`config.mk`:
```
export PLATFORM = sky130hd
export DESIGN_NAME = nonce_collector_flat
export DESIGN_NICKNAME = d
export VERILOG_FILES = /design/src/rtl/nonce_collector_pkg.sv /design/src/rtl/nonce_collector_if.sv /design/src/rtl/nonce_collector_fifo.sv /design/src/rtl/nonce_collector.sv /design/src/flat_wrapper.sv
export SDC_FILE = /design/constraint.sdc
export NUM_CORES = 1
export LEC_CHECK = 0
export ABC_AREA = 1
export BUFFER_PORTS_ARGS = -buffer_cell sky130_fd_sc_hd__buf_4
export CAP_MARGIN = 5
export CORE_MARGIN = 1.5
export CORE_UTILIZATION = 45
export DETAILED_ROUTE_END_ITERATION = 10
export SYNTH_ARGS = -nofsm -noshare
export SYNTH_HDL_FRONTEND = slang
export SYNTH_SLANG_ARGS = --single-unit
```
`constraint.sdc`:
```
create_clock -name clk -period 11.7 [get_ports clk]
set_input_delay 0 -clock clk [delete_from_list [all_inputs] [get_ports clk]]
set_output_delay 0 -clock clk [all_outputs]
set_load 0.02 [all_outputs]
```
`src/rtl/nonce_collector_pkg.sv`:
```
// Shared types and helpers for the nonce collector.
//   state_t           : block FSM states (IDLE, SCAN, DONE)
//   MAX_CORES         : widest hit vector the helper functions accept
//   lowest_set_index  : priority encoder, lowest set bit wins
//   popcount          : number of set bits
// Size-dependent localparams (TOTAL, CNT_W, IDX_W) live in the top module,
// because they derive from its parameters.
package nonce_collector_pkg;

  localparam int MAX_CORES = 64;

  typedef enum logic [1:0] {
    ST_IDLE = 2'd0,
    ST_SCAN = 2'd1,
    ST_DONE = 2'd2
  } state_t;

  // Scans from the top down so that the last match, which is the lowest index, sticks.
  function automatic int lowest_set_index(input logic [MAX_CORES-1:0] v);
    int idx;
    idx = 0;
    for (int i = MAX_CORES - 1; i >= 0; i--) begin
      if (v[i]) idx = i;
    end
    return idx;
  endfunction

  function automatic int popcount(input logic [MAX_CORES-1:0] v);
    int n;
    n = 0;
    for (int i = 0; i < MAX_CORES; i++) begin
      n += int'(v[i]);
    end
    return n;
  endfunction

endpackage

```
`src/rtl/nonce_collector_if.sv`:
```
// Ready/valid result channel between the nonce collector and its consumer.
//   res_valid_o : head entry valid (collector -> consumer)
//   res_nonce_o : head entry nonce (collector -> consumer)
//   res_ready_i : consumer accepts head (consumer -> collector)
interface nonce_collector_if #(
  parameter int NONCE_W = 32
);
  logic               res_valid_o;
  logic [NONCE_W-1:0] res_nonce_o;
  logic               res_ready_i;

  modport master (output res_valid_o, output res_nonce_o, input res_ready_i);
  modport slave  (input res_valid_o, input res_nonce_o, output res_ready_i);
endinterface

```
`src/rtl/nonce_collector_fifo.sv`:
```
// result_fifo: DATA_W x DEPTH ready/valid FIFO with synchronous flush.
//   clk, rst : clock, asynchronous active-high reset (pointers/count only)
//   flush    : empties the FIFO; a push in the same cycle becomes the only entry
//   push,din : write request and data (ignored when full unless popping)
//   pop      : read request (ignored when empty)
//   dout     : head entry, forced to 0 while empty
//   full     : DEPTH entries held
//   empty    : no entries held
module result_fifo #(
  parameter int DATA_W = 32,
  parameter int DEPTH  = 4
) (
  input  logic              clk,
  input  logic              rst,
  input  logic              flush,
  input  logic              push,
  input  logic [DATA_W-1:0] din,
  input  logic              pop,
  output logic [DATA_W-1:0] dout,
  output logic              full,
  output logic              empty
);
  localparam int PW = $clog2(DEPTH);
  localparam int CW = PW + 1;

  logic [DATA_W-1:0] mem [DEPTH];
  logic [PW-1:0]     wr_ptr;
  logic [PW-1:0]     rd_ptr;
  logic [CW-1:0]     cnt;
  logic              do_push;
  logic              do_pop;
  logic              wr_en;
  logic [PW-1:0]     wr_addr;

  assign empty   = (cnt == '0);
  assign full    = (cnt == CW'(DEPTH));
  assign do_pop  = pop && !empty;
  // A full FIFO still takes a write when the head leaves in the same cycle.
  assign do_push = push && (!full || do_pop);
  assign wr_en   = flush ? push : do_push;
  assign wr_addr = flush ? '0 : wr_ptr;
  assign dout    = empty ? '0 : mem[rd_ptr];

  always_ff @(posedge clk or posedge rst) begin
    if (rst) begin
      wr_ptr <= '0;
      rd_ptr <= '0;
      cnt    <= '0;
    end else if (flush) begin
      rd_ptr <= '0;
      wr_ptr <= push ? PW'(1) : '0;
      cnt    <= push ? CW'(1) : '0;
    end else begin
      if (do_push) wr_ptr <= wr_ptr + PW'(1);
      if (do_pop)  rd_ptr <= rd_ptr + PW'(1);
      cnt <= cnt + CW'(do_push) - CW'(do_pop);
    end
  end

  always_ff @(posedge clk) begin
    if (wr_en) mem[wr_addr] <= din;
  end

endmodule

```
`src/rtl/nonce_collector.sv`:
```
// nonce_collector: counts batches of NUM_CORES hit flags per block, turns the
// winning core of each hit batch into an absolute nonce, queues it in a
// ready/valid FIFO and flags the end of the block with a one-cycle summary.
//   clk, rst       : clock, asynchronous active-high reset
//   newblock_i     : start a new block (any state), latches start_nonce_i
//   start_nonce_i  : first nonce of the block
//   valid_i, hit_i : one batch of per-core hit flags (bit k = core k)
//   res            : result channel (res_valid_o / res_nonce_o / res_ready_i)
//   done_o         : one-cycle pulse when the block finishes
//   found_o        : hit batches counted this block (saturating)
//   overflow_o     : a hit was dropped because the FIFO was full
//   multi_o        : some batch had more than one hit bit set
module nonce_collector
  import nonce_collector_pkg::*;
#(
  parameter int NUM_CORES     = 10,
  parameter int BROADCAST_CNT = 100,
  parameter int NONCE_W       = 32,
  parameter int FIFO_DEPTH    = 4,
  parameter int FIRST_ONLY    = 0
) (
  input  logic                 clk,
  input  logic                 rst,
  input  logic                 newblock_i,
  input  logic [NONCE_W-1:0]   start_nonce_i,
  input  logic                 valid_i,
  input  logic [NUM_CORES-1:0] hit_i,
  nonce_collector_if.master    res,
  output logic                 done_o,
  output logic [$clog2(NUM_CORES*BROADCAST_CNT+1)-1:0] found_o,
  output logic                 overflow_o,
  output logic                 multi_o
);
  localparam int TOTAL = NUM_CORES * BROADCAST_CNT;
  localparam int CNT_W = $clog2(TOTAL + 1);
  localparam int IDX_W = (NUM_CORES > 1) ? $clog2(NUM_CORES) : 1;
  localparam int BW    = (BROADCAST_CNT > 1) ? $clog2(BROADCAST_CNT) : 1;

  state_t             state;
  state_t             state_nxt;
  logic               in_scan;

  logic [NONCE_W-1:0] start_q;
  logic [NONCE_W-1:0] offset_q;
  logic [BW-1:0]      bcnt_q;
  logic [CNT_W-1:0]   found_q;
  logic               ovf_q;
  logic               multi_q;

  logic               accept;
  logic               any_hit;
  logic               multi_hit;
  logic [BW-1:0]      b_eff;
  logic               last_batch;
  logic               term;
  logic [NONCE_W-1:0] base;
  logic [NONCE_W-1:0] off;
  logic [IDX_W-1:0]   win_idx;
  logic [NONCE_W-1:0] nonce;
  logic [CNT_W-1:0]   found_base;
  logic [CNT_W-1:0]   found_nxt;

  logic               push;
  logic               pop;
  logic               drop;
  logic               fifo_full;
  logic               fifo_empty;

  // ---- decode stage: batch acceptance, winner and nonce ----
  // A newblock_i batch is batch 0 of the new block, so the block-relative
  // values are taken from the inputs instead of the stale registers.
  assign accept     = valid_i && (newblock_i || in_scan);
  assign any_hit    = |hit_i;
  assign multi_hit  = popcount(MAX_CORES'(hit_i)) > 1;
  assign b_eff      = newblock_i ? '0 : bcnt_q;
  assign last_batch = (b_eff == BW'(BROADCAST_CNT - 1));
  assign term       = accept && (last_batch || ((FIRST_ONLY != 0) && any_hit));
  assign base       = newblock_i ? start_nonce_i : start_q;
  assign off        = newblock_i ? '0 : offset_q;
  assign win_idx    = IDX_W'(lowest_set_index(MAX_CORES'(hit_i)));
  assign nonce      = base + off + NONCE_W'(win_idx);

  assign found_base = newblock_i ? '0 : found_q;
  assign found_nxt  = (accept && any_hit && (found_base != CNT_W'(TOTAL)))
                      ? found_base + CNT_W'(1) : found_base;

  assign push = accept && any_hit;
  assign pop  = res.res_valid_o && res.res_ready_i;
  // A flush empties the FIFO, so a push alongside newblock_i never drops.
  assign drop = push && fifo_full && !pop && !newblock_i;

  // ---- FSM: state register ----
  always_ff @(posedge clk or posedge rst) begin
    if (rst) state <= ST_IDLE;
    else     state <= state_nxt;
  end

  // ---- FSM: next state ----
  always_comb begin
    state_nxt = state;
    if (newblock_i) begin
      state_nxt = term ? ST_DONE : ST_SCAN;
    end else begin
      case (state)
        ST_IDLE: state_nxt = ST_IDLE;
        ST_SCAN: state_nxt = term ? ST_DONE : ST_SCAN;
        ST_DONE: state_nxt = ST_IDLE;
        default: state_nxt = ST_IDLE;
      endcase
    end
  end

  // ---- FSM: outputs ----
  always_comb begin
    done_o  = 1'b0;
    in_scan = 1'b0;
    case (state)
      ST_SCAN: in_scan = 1'b1;
      ST_DONE: done_o  = 1'b1;
      default: ;
    endcase
  end

  // ---- block bookkeeping stage (control) ----
  always_ff @(posedge clk or posedge rst) begin
    if (rst) begin
      bcnt_q  <= '0;
      found_q <= '0;
      ovf_q   <= 1'b0;
      multi_q <= 1'b0;
    end else begin
      if (newblock_i || accept) bcnt_q <= accept ? b_eff + BW'(1) : '0;
      found_q <= found_nxt;
      ovf_q   <= (newblock_i ? 1'b0 : ovf_q) | drop;
      multi_q <= (newblock_i ? 1'b0 : multi_q) | (accept && multi_hit);
    end
  end

  // b*NUM_CORES kept as a running sum to avoid a multiplier.
  always_ff @(posedge clk) begin
    if (newblock_i) start_q <= start_nonce_i;
    if (newblock_i || accept) offset_q <= accept ? off + NONCE_W'(NUM_CORES) : '0;
  end

  // ---- result queue stage ----
  result_fifo #(
    .DATA_W (NONCE_W),
    .DEPTH  (FIFO_DEPTH)
  ) u_fifo (
    .clk   (clk),
    .rst   (rst),
    .flush (newblock_i),
    .push  (push),
    .din   (nonce),
    .pop   (pop),
    .dout  (res.res_nonce_o),
    .full  (fifo_full),
    .empty (fifo_empty)
  );

  assign res.res_valid_o = !fifo_empty;
  assign found_o         = found_q;
  assign overflow_o      = ovf_q;
  assign multi_o         = multi_q;

endmodule
```
`src/flat_wrapper.sv`:
```
// flat-port wrapper written by rule: the top's interface ports become plain ports
module nonce_collector_flat import nonce_collector_pkg::*;
#(
  parameter int NUM_CORES     = 10,
  parameter int BROADCAST_CNT = 100,
  parameter int NONCE_W       = 32,
  parameter int FIFO_DEPTH    = 4,
  parameter int FIRST_ONLY    = 0
)
  (clk, rst, newblock_i, start_nonce_i, valid_i, hit_i, done_o, found_o, overflow_o, multi_o, res_res_valid_o, res_res_nonce_o, res_res_ready_i);
  nonce_collector_if #(.NONCE_W(NONCE_W)) res_i ();
  input  logic clk;
  input  logic rst;
  input  logic newblock_i;
  input  logic [NONCE_W-1:0] start_nonce_i;
  input  logic valid_i;
  input  logic [NUM_CORES-1:0] hit_i;
  output logic done_o;
  output logic [$clog2(NUM_CORES*BROADCAST_CNT+1)-1:0] found_o;
  output logic overflow_o;
  output logic multi_o;
  output wire logic [$bits(res_i.res_valid_o)-1:0] res_res_valid_o;
  output wire logic [$bits(res_i.res_nonce_o)-1:0] res_res_nonce_o;
  input wire logic [$bits(res_i.res_ready_i)-1:0] res_res_ready_i;
  assign res_res_valid_o = res_i.res_valid_o;
  assign res_res_nonce_o = res_i.res_nonce_o;
  assign res_i.res_ready_i = res_res_ready_i;
  nonce_collector #(.NUM_CORES(NUM_CORES), .BROADCAST_CNT(BROADCAST_CNT), .NONCE_W(NONCE_W), .FIFO_DEPTH(FIFO_DEPTH), .FIRST_ONLY(FIRST_ONLY)) u_core (.clk(clk), .rst(rst), .newblock_i(newblock_i), .start_nonce_i(start_nonce_i), .valid_i(valid_i), .hit_i(hit_i), .res(res_i), .done_o(done_o), .found_o(found_o), .overflow_o(overflow_o), .multi_o(multi_o));
endmodule
```
==> qor.txt, run 1 <==
POWER AND IR DROP
-----------------------------------------------------------------------------------------------
Internal power ...................................................................      1.61 mW
Switching fraction of total power ................................................        0.324
Flop pwr share ...................................................................        0.402
Switching power total ............................................................     0.768 mW
Combinational group share of total power .........................................        0.288
Max IR drop VDD ..................................................................      79.6 uV
Power Dens Cells .................................................................   156 nW/um2
Clock power share ................................................................        0.311
Pleak ............................................................................      6.98 nW

CLOCKING
-----------------------------------------------------------------------------------------------
CTS tree .........................................................................          yes
Buffers inserted by post-CTS timing repair .......................................            0
Number of hold buffers added after CTS ...........................................           34
Level count of the clock H-tree ..................................................            1
Clock root buffer ................................................................ sky130_fd_sc_hd__clkbuf_16
Latest clock arrival within the worst-skew pair ..................................       530 ps
Number of buffers added by the clock tree synthesis step .........................           24
Buffers from clock root to sink, at most .........................................            3
Clock input transition at the sequential cells of the worst setup and hold paths .        60 ps
Resized cells post-CTS ...........................................................            0
Clock sink total .................................................................          220

WORST SETUP PATH
-----------------------------------------------------------------------------------------------
Cell occurring most often along the worst timing path ............................ sky130_fd_sc_hd__buf_4
Critical path's slowest cell ..................................................... sky130_fd_sc_hd__clkinv_1
Crit start category ..............................................................    flip-flop
Worst Path Required ..............................................................     11700 ps
Peak per-stage delay on the critical path ........................................       760 ps
Data arrival at the endpoint of the critical path ................................      3210 ps
Critical path class ..............................................................   reg -> out
Worst Path Max Fanout ............................................................           33
Crit end category ................................................................   output pin
Critical-path cell list .......................................................... buf_4 > clkinv_1 > buf_4 > nor2_1 > o21ai_0 > a21oi_1 > buf_4

FINISH
-----------------------------------------------------------------------------------------------
Non-Filler Cell Area, Final ......................................................    15200 um2
Final core utilization ...........................................................        0.532
Layout net count .................................................................         1854
Share of final-layout standard cells stronger than drive strength 1 ..............        0.113
Ant. Diodes ......................................................................            0
Area growth syn-to-layout ........................................................        16.6%
Count of non-filler cells in the finished layout .................................         2126

ROUTE
-----------------------------------------------------------------------------------------------
Final ANT Viol Nets ..............................................................            0
Drc violations ...................................................................            0
Vias per cell ....................................................................         4.85
Drt first pass iters .............................................................            5
Wire per inst ....................................................................      14.7 um
Post-Route WL ....................................................................      31.3 mm
Via total after detailed routing .................................................        10300
Number of violations reported at the end of detailed-routing iteration 0 .........          635

TIMING
-----------------------------------------------------------------------------------------------
RSZ-0062 raised after global routing .............................................           no
Max Clock Freq ...................................................................      312 MHz
Final worst clock skew ...........................................................      21.5 ps
Worst slew margin relative to its limit ..........................................        0.359
Post-route setup TNS .............................................................         0 ps
Slew at the pin with the worst max-slew slack ....................................       960 ps
Final cycle utilization of the critical path .....................................        0.274
Max-slew violation count .........................................................            0
Final hold violation count .......................................................            0
Final critical-path required period ..............................................      3210 ps
Setup violators final ............................................................            0

FLOW RUN
-----------------------------------------------------------------------------------------------
Number of max-cap violations .....................................................            0

GLOBAL ROUTE
-----------------------------------------------------------------------------------------------
Most Used Layer, Global Route ....................................................         met2
Global-route met2 utilization ....................................................        0.360
Global-route wire length before repair ...........................................      51.4 mm
Met1 GRT Util ....................................................................        0.298
Global route total overflow ......................................................            0
Pin count of the biggest net entering global routing .............................           68
Number of global-route vias before repair ........................................         9953
Initial antenna violation count ..................................................            0
Overall Global Routing Usage .....................................................        0.214
Met3 track demand over resource in global routing ................................       0.0235

LOGIC SYNTHESIS
-----------------------------------------------------------------------------------------------
Number of nets produced by synthesis .............................................         1733
Number of synthesized flops with an enable pin ...................................          160
Synthesis Warnings ...............................................................            0
Syn Inst Count ...................................................................         1605
Register area share after synthesis ..............................................        0.472
Ys async rst share ...............................................................        0.127
Seq cells post-synth .............................................................          220
Count of cell types in the netlist ...............................................           43
Dominant synthesized flop cell ................................................... sky130_fd_sc_hd__edfxtp_1
Per-instance average area after synthesis ........................................     8.11 um2
Cell Area, Synth .................................................................    13000 um2

PLACE
-----------------------------------------------------------------------------------------------
Post-detailed-placement half-perimeter wirelength ................................      22.3 mm
Number of I/O port buffers .......................................................           92
Placed Area ......................................................................    14100 um2
Final Wtd Congestion .............................................................        0.895
DP Cell Count ....................................................................         2050

FLOORPLAN
-----------------------------------------------------------------------------------------------
Core Rows ........................................................................           62
Die width ........................................................................       173 um
Vertical die dimension ...........................................................       173 um
Initial core utilization .........................................................        0.456
Total I/O pin count ..............................................................           93
Overall die area .................................................................    29900 um2
Standard cell core area ..........................................................    28500 um2

WORST HOLD PATH
-----------------------------------------------------------------------------------------------
Type of the worst min-delay path .................................................    in -> reg

STATUS
-----------------------------------------------------------------------------------------------
Result of the run ................................................................ complete, no violations

[Yosys cell counts, types with 2 or more instances]
cell                         n  share of area
sky130_fd_sc_hd__nand2_1   446           0.13
sky130_fd_sc_hd__nor2_1    249          0.072
sky130_fd_sc_hd__inv_1     218          0.063
sky130_fd_sc_hd__edfxtp_1  160           0.37
sky130_fd_sc_hd__o21ai_0    88          0.034
sky130_fd_sc_hd__a21oi_1    81          0.031
sky130_fd_sc_hd__ha_1       69          0.066
sky130_fd_sc_hd__nand3_1    43          0.017
sky130_fd_sc_hd__dfxtp_1    32          0.049
sky130_fd_sc_hd__clkbuf_1   31         0.0089
sky130_fd_sc_hd__dfrtp_1    28          0.054
sky130_fd_sc_hd__xor2_1     27          0.018
sky130_fd_sc_hd__nor2_4     17          0.015
sky130_fd_sc_hd__nor2_2     14         0.0067
sky130_fd_sc_hd__nor3_1     14         0.0054
sky130_fd_sc_hd__fa_1       12          0.018
sky130_fd_sc_hd__nand2_2    12         0.0058
sky130_fd_sc_hd__nand3b_1    8         0.0046
sky130_fd_sc_hd__nand4_1     7         0.0034
sky130_fd_sc_hd__o21ai_1     5         0.0019
sky130_fd_sc_hd__buf_6       4         0.0035
sky130_fd_sc_hd__o21a_1      4         0.0023
sky130_fd_sc_hd__or2_2       4         0.0019
sky130_fd_sc_hd__xnor2_1     4         0.0027
sky130_fd_sc_hd__buf_1       3        0.00087
sky130_fd_sc_hd__buf_2       3         0.0012
sky130_fd_sc_hd__inv_2       3        0.00087
sky130_fd_sc_hd__nor2_8      3         0.0046
sky130_fd_sc_hd__o21bai_1    2         0.0012
[worst max-delay path: cells and delay by family, from the launching register on]
| family | cells | cell delay (ps) |
|---|---|---|
| buffers and inverters | 4 | 1830 |
| and+or+nand+nor | 1 | 120 |
| AOI/OAI and AO/OA | 2 | 380 |
| DFF | 1 | 320 |
[layer usage]
| layer | up-vias | share of wire |
|---|---|---|
| met5 | - | 0 |
| met4 | 0 | 0.021 |
| met3 | 41 | 0.036 |
| met2 | 181 | 0.47 |
| met1 | 4725 | 0.48 |
| li1 | 5356 | - |
[registers in the layout, summed over array words and instances (netlist names)]
signal                flops
u_core.u_fifo.cnt         3
u_core.offset_q          32
u_core.u_fifo.rd_ptr      2
u_core.overflow_o         1
u_core.multi_o            1
u_core.state              2
u_core.u_fifo.wr_ptr      2
u_core.found_o           10
u_core.bcnt_q             7
u_core.u_fifo.mem       128
u_core.start_q           32
[final timing paths]
kind	startpoint	end	slack [ps]	depth (start not counted)
min	valid_i	u_core.bcnt_q[1]	30	5
max in group asynchronous	rst	u_core.multi_o	11280	4
min reg2reg	u_core.start_q[30]	u_core.start_q[30]	460	2
max reg2reg	u_core.state[1]	u_core.u_fifo.cnt[2]	8810	10
max	u_core.u_fifo.rd_ptr[1]	res_res_nonce_o[25]	8490	7
min in group asynchronous	rst	u_core.u_fifo.rd_ptr[1]	110	4
[power groups by stage]
| stage | Clock, mW | Combinational (mW) | Sequential [mW] |
|---|---|---|---|
| final | 0.737 | 0.683 | 0.953 |
| after global placement | 0 | 0.672 | 0.968 |
| after global routing | 0.786 | 0.764 | 0.959 |
| after floorplan | 0 | 0.431 | 0.967 |
| after CTS | 0.752 | 0.691 | 0.953 |
| after detailed placement | 0 | 0.677 | 0.969 |
[through the flow]
stage / hold slack, ps / total power [mW] / setup WS [ps]
floorplan: 65.4 / 1.40 / 8050
global placement: 118 / 1.64 / 8220
detailed placement: 122 / 1.65 / 8200
CTS: 17.5 / 2.40 / 8450
global route: 53.2 / 2.51 / 8330
finish: 30.6 / 2.37 / 8490
[cell type report]
cell class | count | area (um2)
Clock inverter | 9 | 90.1
Clock buffer | 33 | 666
Sequential cell | 220 | 6150
Multi-Input combinational cell | 1120 | 5840
Fill cell | 2797 | 13400
Inverter | 223 | 840
Tap cell | 384 | 480
Timing Repair Buffer | 137 | 1110
[layout by cell type (no fill, tap or decap), types with 7 or more instances in the layout]
| cell type | count |
|---|---|
| sky130_fd_sc_hd__a21oi_1 | 81 |
| sky130_fd_sc_hd__buf_4 | 103 |
| sky130_fd_sc_hd__clkbuf_1 | 7 |
| sky130_fd_sc_hd__clkbuf_16 | 25 |
| sky130_fd_sc_hd__dfrtp_1 | 27 |
| sky130_fd_sc_hd__dfxtp_1 | 32 |
| sky130_fd_sc_hd__dlygate4sd3_1 | 34 |
| sky130_fd_sc_hd__edfxtp_1 | 160 |
| sky130_fd_sc_hd__fa_1 | 12 |
| sky130_fd_sc_hd__ha_1 | 69 |
| sky130_fd_sc_hd__inv_1 | 218 |
| sky130_fd_sc_hd__nand2_1 | 445 |
| sky130_fd_sc_hd__nand2_2 | 13 |
| sky130_fd_sc_hd__nand3_1 | 43 |
| sky130_fd_sc_hd__nand3b_1 | 8 |
| sky130_fd_sc_hd__nand4_1 | 7 |
| sky130_fd_sc_hd__nor2_1 | 247 |
| sky130_fd_sc_hd__nor2_2 | 16 |
| sky130_fd_sc_hd__nor2_4 | 17 |
| sky130_fd_sc_hd__nor3_1 | 11 |
| sky130_fd_sc_hd__o21ai_0 | 88 |
| sky130_fd_sc_hd__xor2_1 | 27 |
[kinds of logic (layout without fill, tap and decap cells)]
logic type      after synthesis  count (layout)  share of synthesized area
compound gates              185             185                     0.0734
xor+xnor                     31              31                     0.0209
fa+ha+maj                    81              81                     0.0848
buf+inv                     265             402                     0.0805
flops                       220             220                      0.472
simple gates                823             823                      0.268
No activity file was read; power rests on OpenSTA's default activity.
==> run 2, diff against run 1 <==
Clock period 11.7 ns to 3.3 ns, I/O delays scaled along.
==> qor.txt, run 2 (same netlist as run 1, synthesis figures left out) <==
FINISH
-----------------------------------------------------------------------------------------------
Fill count .......................................................................         2733   was 2797
Area growth syn-to-layout ........................................................        18.5%   was 16.6%
Layout net count .................................................................         1875   was 1854
Count of non-filler cells in the finished layout .................................         2148   was 2126
Non-Filler Cell Area, Final ......................................................    15400 um2   was 15200 um2
Number of flip-flops under the largest register name .............................          128   unchanged
Share of final-layout standard cells stronger than drive strength 1 ..............        0.118   was 0.113
Ant. Diodes ......................................................................            0   unchanged
Registers with the most flip-flops ............................................... u_core.u_fifo.mem x128, u_core.offset_q x32, u_core.start_q x32   unchanged
Top register by number of flip-flops ............................................. u_core.u_fifo.mem   unchanged
Highest-count cells in the layout ignoring fill and taps ......................... sky130_fd_sc_hd__nand2_1 (446), sky130_fd_sc_hd__nor2_1 (247), sky130_fd_sc_hd__inv_1 (218), sky130_fd_sc_hd__edfxtp_1 (160), sky130_fd_sc_hd__buf_4 (111)   was sky130_fd_sc_hd__nand2_1 (445), sky130_fd_sc_hd__nor2_1 (247), sky130_fd_sc_hd__inv_1 (218), sky130_fd_sc_hd__edfxtp_1 (160), sky130_fd_sc_hd__buf_4 (103)
Most frequent standard cell in the layout excluding fill and tap cells ........... sky130_fd_sc_hd__nand2_1   unchanged

WORST SETUP PATH
-----------------------------------------------------------------------------------------------
Critical Path Start ..............................................................   newblock_i   was u_core.u_fifo.rd_ptr[1]
Worst Path Max Fanout ............................................................            7   was 33
Critical path class ..............................................................    in -> reg   was reg -> out
Crit end category ................................................................    flip-flop   was output pin
Worst reg-to-reg setup slack .....................................................       390 ps   was 8810 ps
Crit start category .............................................................. primary input   was flip-flop
Startpoint of the worst-slack reg-to-reg timing path ............................. u_core.offset_q[1]   was u_core.state[1]
Data arrival at the endpoint of the critical path ................................      3250 ps   was 3210 ps
Worst Path Required ..............................................................      3520 ps   was 11700 ps

ROUTE
-----------------------------------------------------------------------------------------------
Post-Route WL ....................................................................      31.6 mm   was 31.3 mm
Vias per cell ....................................................................         4.88   was 4.85
Drc violations ...................................................................            0   unchanged
Number of violations reported at the end of detailed-routing iteration 0 .........          598   was 635
Wire per inst ....................................................................      14.7 um   about the same
Via total after detailed routing .................................................        10500   was 10300
Final ANT Viol Nets ..............................................................            0   unchanged
Drt first pass iters .............................................................            5   unchanged

WORST HOLD PATH
-----------------------------------------------------------------------------------------------
Launch instance of the worst min-delay path ......................................      valid_i   unchanged
Type of the worst min-delay path .................................................    in -> reg   unchanged

FLOORPLAN
-----------------------------------------------------------------------------------------------
Core Rows ........................................................................           62   unchanged
Overall die area .................................................................    29900 um2   unchanged
Initial core utilization .........................................................        0.456   unchanged
Die width ........................................................................       173 um   unchanged
Total I/O pin count ..............................................................           93   unchanged
Standard cell core area ..........................................................    28500 um2   unchanged
Vertical die dimension ...........................................................       173 um   unchanged

GLOBAL ROUTE
-----------------------------------------------------------------------------------------------
Initial antenna violation count ..................................................            0   unchanged
Number of global-route vias before repair ........................................        10100   was 9953
Most Used Layer, Global Route ....................................................         met2   unchanged
Global-route met2 utilization ....................................................        0.371   was 0.360
Global route total overflow ......................................................            0   unchanged
Pin count of the biggest net entering global routing .............................           65   was 68
Met1 GRT Util ....................................................................        0.292   was 0.298
Met3 track demand over resource in global routing ................................       0.0180   was 0.0235
Global-route wire length before repair ...........................................      51.6 mm   was 51.4 mm
Overall Global Routing Usage .....................................................        0.214   about the same

TIMING
-----------------------------------------------------------------------------------------------
Max-slew violation count .........................................................            0   unchanged
Slew at the pin with the worst max-slew slack ....................................       949 ps   was 960 ps
Max Clock Freq ...................................................................      330 MHz
Worst slew margin relative to its limit ..........................................        0.367   was 0.359
Final cycle utilization of the critical path .....................................        0.918
Final critical-path required period ..............................................      3030 ps
Worst hold margin ................................................................      41.9 ps   was 30.6 ps
RSZ-0062 raised after global routing .............................................           no   unchanged
Setup violators final ............................................................            0   unchanged
Final hold violation count .......................................................            0   unchanged
Final worst clock skew ...........................................................      17.0 ps   was 21.5 ps

CLOCKING
-----------------------------------------------------------------------------------------------
Resized cells post-CTS ...........................................................            0   unchanged
Number of buffers added by the clock tree synthesis step .........................           24   unchanged
Clock root buffer ................................................................ sky130_fd_sc_hd__clkbuf_16   unchanged
Buffers inserted by post-CTS timing repair .......................................            0   unchanged
Clock input transition at the sequential cells of the worst setup and hold paths .        60 ps   about the same
Buffers from clock root to sink, at most .........................................            3   unchanged
Clock sink total .................................................................          220   unchanged
Level count of the clock H-tree ..................................................            1   unchanged
Number of hold buffers added after CTS ...........................................           45   was 34
CTS tree .........................................................................          yes   unchanged
Latest clock arrival within the worst-skew pair ..................................       520 ps   was 530 ps

PLACE
-----------------------------------------------------------------------------------------------
DP Cell Count ....................................................................         2060   was 2050
Post-detailed-placement half-perimeter wirelength ................................      22.4 mm   was 22.3 mm
Placed Area ......................................................................    14200 um2   was 14100 um2
Number of I/O port buffers .......................................................           92   unchanged
Final Wtd Congestion .............................................................        0.895   about the same

POWER AND IR DROP
-----------------------------------------------------------------------------------------------
Power Dens Cells .................................................................   553 nW/um2   was 156 nW/um2
Max IR drop VDD ..................................................................       317 uV   was 79.6 uV
Overall power ....................................................................      8.53 mW   was 2.37 mW
Pleak ............................................................................      7.11 nW   was 6.98 nW

STATUS
-----------------------------------------------------------------------------------------------
Result of the run ................................................................ complete, no violations   unchanged

FLOW RUN
-----------------------------------------------------------------------------------------------
Number of max-cap violations .....................................................            0   unchanged

## run 2: final cells by class
class                   count  area, um2  share of cell area
flip-flops and latches    220       6150               0.399
multi-input cells        1120       5840               0.379
repair buffers            158       1320              0.0858
inverters                 223        840              0.0544
clock buffers              37        711              0.0461
well taps                 384        480              0.0312
clock inverters             6       77.6             0.00503
## run 2: per-layer routing
metal / up-vias / part of all wire
met1: 4852 / 0.47
li1: 5394 / -
met4: 0 / 0.019
met2: 184 / 0.48
met3: 42 / 0.032
met5: - / 0
## run 2: stage by stage
| stage | setup WS (ps) | util | TNS (ps) |
|---|---|---|---|
| 2_1_floorplan | -353 | - | -22590 |
| 3_3_place_gp | 40.3 | 0.497 | 0 |
| 3_5_place_dp | -8.25 | 0.497 | -8.25 |
| 4_1_cts | 279 | 0.540 | 0 |
| 5_1_grt | 41.6 | 0.540 | 0 |
| 6_report | 270 | 0.540 | 0 |
## run 2: critical path, cell delays in order
cell	delay (ps)
sky130_fd_sc_hd__dlygate4sd3_1	560
sky130_fd_sc_hd__buf_4	180
sky130_fd_sc_hd__buf_4	180
sky130_fd_sc_hd__nand2_1	60
sky130_fd_sc_hd__dlygate4sd3_1	540
sky130_fd_sc_hd__nand2_1	70
sky130_fd_sc_hd__ha_1	320
sky130_fd_sc_hd__ha_1	360
sky130_fd_sc_hd__nand2_1	150
sky130_fd_sc_hd__inv_1	70
sky130_fd_sc_hd__a21oi_1	140
sky130_fd_sc_hd__nand2_1	110
sky130_fd_sc_hd__nand2_1	70
sky130_fd_sc_hd__nand2_1	70
sky130_fd_sc_hd__nand2_1	100
sky130_fd_sc_hd__nand2_1	60
sky130_fd_sc_hd__nand2_1	60
sky130_fd_sc_hd__nand2_1	120
## run 2: path summary, 6_finish.rpt
path                                             to  depth (start not counted)
setup / recovery           u_core.u_fifo.mem[0][24]                         18
hold / removal                    u_core.overflow_o                          6
setup reg to reg           u_core.u_fifo.mem[2][25]                         14
hold reg to reg                  u_core.start_q[30]                          2
max in group asynchronous   u_core.u_fifo.rd_ptr[0]                          4
min in group asynchronous   u_core.u_fifo.rd_ptr[1]                          4
## run 2: power by group
| part | internal (mW) | leakage [nW] | switching (mW) |
|---|---|---|---|
| sequential | 3.30 | 2.17 | 0.0877 |
| clock | 1.63 | 0.386 | 1.07 |
| combinational | 0.872 | 4.55 | 1.58 |
==> run 3, diff against run 2 <==
Settings changed: ABC_AREA 1 to not set.
==> qor.txt, run 3 <==
PLACE
-----------------------------------------------------------------------------------------------------
DP Cell Count ..........................................................................         1410   was 2060
Worst-case setup slack after placement .................................................      -208 ps   was -8.25 ps
Post-detailed-placement half-perimeter wirelength ......................................      16.4 mm   was 22.4 mm
Final Wtd Congestion ...................................................................        0.870   was 0.895
Number of I/O port buffers .............................................................           92   unchanged

WORST SETUP PATH
-----------------------------------------------------------------------------------------------------
Crit-path leading delay family .........................................................  adder cells   was buffers and inverters
Peak per-stage delay on the critical path ..............................................       460 ps   was 560 ps
Worst Path Max Fanout ..................................................................            5   was 7
Critical path class ....................................................................   reg -> reg   was in -> reg
Worst Path Required ....................................................................      3550 ps   was 3520 ps
Crit start category ....................................................................    flip-flop   was primary input
Bufs and invs on worst path ............................................................            1   was 5
Data arrival at the endpoint of the critical path ......................................      3400 ps   was 3250 ps
Critical path's slowest cell ........................................................... sky130_fd_sc_hd__fa_1   was sky130_fd_sc_hd__dlygate4sd3_1
Crit end category ......................................................................    flip-flop   unchanged
Critical-path cell list ................................................................ mux2_4 > fa_1 > ha_2 > inv_2 > fa_2 > nor2b_2 > o211ai_1 > nand3b_1 > a21o_4 > o21a_1 > or4_1 > o211a_1   was dlygate4sd3_1 > buf_4 > buf_4 > nand2_1 > dlygate4sd3_1 > nand2_1 > ha_1 > ha_1 > nand2_1 > inv_1 > a21oi_1 > nand2_1 > nand2_1 > nand2_1 > nand2_1 > nand2_1 > nand2_1 > nand2_1
Worst reg-to-reg setup slack ...........................................................       150 ps   was 390 ps

TIMING
-----------------------------------------------------------------------------------------------------
Post-route setup TNS ...................................................................         0 ps   unchanged
Final hold violation count .............................................................            0   unchanged
Final cycle utilization of the critical path ...........................................        0.954   was 0.918
Final critical-path required period ....................................................      3150 ps   was 3030 ps
Setup slack of the critical path after layout ..........................................       152 ps   was 270 ps
Worst slew margin relative to its limit ................................................        0.477   was 0.367
Max Clock Freq .........................................................................      318 MHz   was 330 MHz
Max-slew violation count ...............................................................            0   unchanged
Final worst clock skew .................................................................      17.6 ps   was 17.0 ps
Setup violators final ..................................................................            0   unchanged
RSZ-0062 raised after global routing ...................................................           no   unchanged
Slew at the pin with the worst max-slew slack ..........................................       785 ps   was 949 ps

LOGIC SYNTHESIS
-----------------------------------------------------------------------------------------------------
Post-synthesis share of cell area spent on full adders, half adders and majority gates .       0.0947   was 0.0848
Seq cells post-synth ...................................................................          220   unchanged
Number of nets produced by synthesis ...................................................         1073   was 1733
Multiplexer share of the synthesized area ..............................................       0.0934   was 0
Syn Inst Count .........................................................................          945   was 1605
Number of synthesized flops with an enable pin .........................................          160   unchanged
Cell types occupying the most area after synthesis ..................................... sky130_fd_sc_hd__edfxtp_1 (41%), sky130_fd_sc_hd__ha_1 (7.4%), sky130_fd_sc_hd__mux4_2 (6.2%), sky130_fd_sc_hd__dfrtp_1 (6.0%), sky130_fd_sc_hd__dfxtp_1 (5.5%)   was sky130_fd_sc_hd__edfxtp_1 (37%), sky130_fd_sc_hd__nand2_1 (13%), sky130_fd_sc_hd__nor2_1 (7.2%), sky130_fd_sc_hd__ha_1 (6.6%), sky130_fd_sc_hd__inv_1 (6.3%)
Synthesized-area fraction occupied by and/or/nand/nor cells ............................        0.140   was 0.268
Fraction of synthesized cell area taken by the top area cell type ......................        0.412   was 0.369
Leading area contributor after synthesis ............................................... sky130_fd_sc_hd__edfxtp_1   unchanged
Dominant synthesized flop cell ......................................................... sky130_fd_sc_hd__edfxtp_1   unchanged
Per-instance average area after synthesis ..............................................     12.3 um2   was 8.11 um2
Dominant combinational cell family by area after synthesis ............................. simple AND/OR/NAND/NOR gates   unchanged
Count of cell types in the netlist .....................................................           63   was 43
Synthesis Warnings .....................................................................            0   unchanged
Ys async rst share .....................................................................        0.127   unchanged
Register area share after synthesis ....................................................        0.528   was 0.472
Post-synthesis xor/xnor area fraction ..................................................       0.0541   was 0.0209
Compound-cell area share of the yosys netlist ..........................................       0.0615   was 0.0734
Cell Area, Synth .......................................................................    11600 um2   was 13000 um2
Most frequently used cell type in the post-synthesis netlist ........................... sky130_fd_sc_hd__edfxtp_1   was sky130_fd_sc_hd__nand2_1
Most instantiated cells after synthesis ................................................ sky130_fd_sc_hd__edfxtp_1 (160), sky130_fd_sc_hd__ha_1 (69), sky130_fd_sc_hd__nor2_1 (65)   was sky130_fd_sc_hd__nand2_1 (446), sky130_fd_sc_hd__nor2_1 (249), sky130_fd_sc_hd__inv_1 (218)

CLOCKING
-----------------------------------------------------------------------------------------------------
Buffers from clock root to sink, at most ...............................................            3   unchanged
CTS tree ...............................................................................          yes   unchanged
Clock input transition at the sequential cells of the worst setup and hold paths .......        60 ps   about the same
Clock root buffer ...................................................................... sky130_fd_sc_hd__clkbuf_16   unchanged
Latest clock arrival within the worst-skew pair ........................................       510 ps   was 520 ps
Number of buffers added by the clock tree synthesis step ...............................           24   unchanged
Clock sink total .......................................................................          220   unchanged
Level count of the clock H-tree ........................................................            1   unchanged

FINISH
-----------------------------------------------------------------------------------------------------
Share of final-layout standard cells stronger than drive strength 1 ....................        0.262   was 0.118
Highest-count cells in the layout ignoring fill and taps ............................... sky130_fd_sc_hd__buf_4 (172), sky130_fd_sc_hd__edfxtp_1 (160), sky130_fd_sc_hd__ha_1 (67), sky130_fd_sc_hd__nor2_1 (65), sky130_fd_sc_hd__nand2_1 (50)   was sky130_fd_sc_hd__nand2_1 (446), sky130_fd_sc_hd__nor2_1 (247), sky130_fd_sc_hd__inv_1 (218), sky130_fd_sc_hd__edfxtp_1 (160), sky130_fd_sc_hd__buf_4 (111)
Area growth syn-to-layout ..............................................................        25.6%   was 18.5%
Most frequent standard cell in the layout excluding fill and tap cells ................. sky130_fd_sc_hd__buf_4   was sky130_fd_sc_hd__nand2_1
Count of non-filler cells in the finished layout .......................................         1494   was 2148
Number of flip-flops under the largest register name ...................................          128   unchanged
Ant. Diodes ............................................................................            0   unchanged
Registers with the most flip-flops ..................................................... u_core.u_fifo.mem x128, u_core.offset_q x32, u_core.start_q x32   unchanged
Layout net count .......................................................................         1275   was 1875
Top register by number of flip-flops ................................................... u_core.u_fifo.mem   unchanged

ROUTE
-----------------------------------------------------------------------------------------------------
Drt first pass iters ...................................................................            5   unchanged
Post-Route WL ..........................................................................      23.9 mm   was 31.6 mm
Via total after detailed routing .......................................................         7614   was 10500
Number of violations reported at the end of detailed-routing iteration 0 ...............          314   was 598
Drc violations .........................................................................            0   unchanged
Final ANT Viol Nets ....................................................................            0   unchanged
Vias per cell ..........................................................................         5.10   was 4.88
Wire per inst ..........................................................................      16.0 um   was 14.7 um

GLOBAL ROUTE
-----------------------------------------------------------------------------------------------------
Overall Global Routing Usage ...........................................................        0.182   was 0.214
Initial antenna violation count ........................................................            0   unchanged
Pin count of the biggest net entering global routing ...................................           35   was 65
Global-route wire length before repair .................................................      38.7 mm   was 51.6 mm
Number of global-route vias before repair ..............................................         7642   was 10100
Global route total overflow ............................................................            0   unchanged

STATUS
-----------------------------------------------------------------------------------------------------
Result of the run ...................................................................... complete, no violations   unchanged

FLOORPLAN
-----------------------------------------------------------------------------------------------------
Total I/O pin count ....................................................................           93   unchanged
Die width ..............................................................................       164 um   was 173 um
Core Rows ..............................................................................           58   was 62
Vertical die dimension .................................................................       164 um   was 173 um
Overall die area .......................................................................    26900 um2   was 29900 um2
Initial core utilization ...............................................................        0.460   was 0.456
Standard cell core area ................................................................    25300 um2   was 28500 um2

FLOW RUN
-----------------------------------------------------------------------------------------------------
Number of max-cap violations ...........................................................            0   unchanged

POWER AND IR DROP
-----------------------------------------------------------------------------------------------------
Pleak ..................................................................................      5.90 nW   was 7.11 nW
Max IR drop VDD ........................................................................       490 uV   was 317 uV
Power Dens Cells .......................................................................   603 nW/um2   was 553 nW/um2

WORST HOLD PATH
-----------------------------------------------------------------------------------------------------
Type of the worst min-delay path .......................................................    in -> reg   unchanged

[run 3: changes by cell type after synthesis, moves of 37 or more]
| cell | change |
|---|---|
| sky130_fd_sc_hd__nor2_1 | -184 |
| sky130_fd_sc_hd__a21oi_1 | -37 |
| sky130_fd_sc_hd__o21ai_0 | -49 |
| sky130_fd_sc_hd__and2_1 | +38 |
| sky130_fd_sc_hd__nor2b_1 | +45 |
| sky130_fd_sc_hd__inv_1 | -170 |
| sky130_fd_sc_hd__nand2_1 | -396 |
[run 3: power breakdown]
| group | internal, mW | switching [mW] |
|---|---|---|
| Sequential | 3.31 | 0.112 |
| Clock | 1.77 | 1.07 |
| Combinational | 1.24 | 1.32 |
| Total | 6.32 | 2.50 |
[run 3: path summary, 6_finish.rpt]
check,start,endpoint,cells past startpoint
max,u_core.start_q[1],u_core.u_fifo.mem[3][23],12
min,newblock_i,u_core.start_q[3],3
max reg2reg,u_core.start_q[1],u_core.u_fifo.mem[3][23],12
min reg2reg,u_core.start_q[31],u_core.start_q[31],2
max in group asynchronous,rst,u_core.u_fifo.rd_ptr[0],4
min in group asynchronous,rst,u_core.found_o[9],4
[run 3: layout make-up]
| class | instances | area (um2) |
|---|---|---|
| multi-input combinational | 638 | 5280 |
| clock buffer | 26 | 629 |
| clock inverter | 17 | 219 |
| inverter | 48 | 180 |
| tap | 330 | 413 |
| sequential | 220 | 6150 |
| fill | 2156 | 10700 |
| timing repair buffer | 215 | 1760 |
[run 3: metrics by stage]
| stage | power, mW | hold WS [ps] | area [um2] | utilization |
|---|---|---|---|---|
| after floorplan | 5.08 | 65.4 | 11800 | - |
| final | 8.82 | 20.4 | 14600 | 0.578 |
| after CTS | 8.92 | 5.81 | 14600 | 0.575 |
| after global placement | 5.98 | 107 | 13300 | 0.526 |
| after detailed placement | 6.01 | 112 | 13300 | 0.526 |
| after global routing | 9.28 | 37.9 | 14600 | 0.578 |
[run 3: cells by family after synthesis]
group	count (synthesis)
AO/OA/AOI/OAI	122
XOR/XNOR	72
adder cells (fa/ha/maj)	81
buffers and inverters	87
flip-flops	220
multiplexers	65
AND/OR/NAND/NOR	298
[run 3: metal layers]
| metal | share of wire | GRT usage |
|---|---|---|
| met5 | 0 | 0 |
| met4 | 0.015 | 0.0421 |
| met1 | 0.49 | 0.261 |
| met2 | 0.45 | 0.296 |
| met3 | 0.036 | 0.0217 |
[run 3: what timing repair did]
action,4_1_cts,5_1_grt
resized for setup,0,11
endpoints found under the setup margin,0,52
endpoints found under the hold margin,65,0
hold buffers,39,0
setup buffers,0,2
[run 3: worst register-to-register path: cells and delay by family, from the launching register on]
| kind | cells | cell delay (ps) |
|---|---|---|
| fa+ha+maj | 3 | 870 |
| compound gates | 4 | 820 |
| simple gates | 3 | 580 |
| flops | 1 | 300 |
| mux | 1 | 280 |
| buf+inv | 1 | 60 |
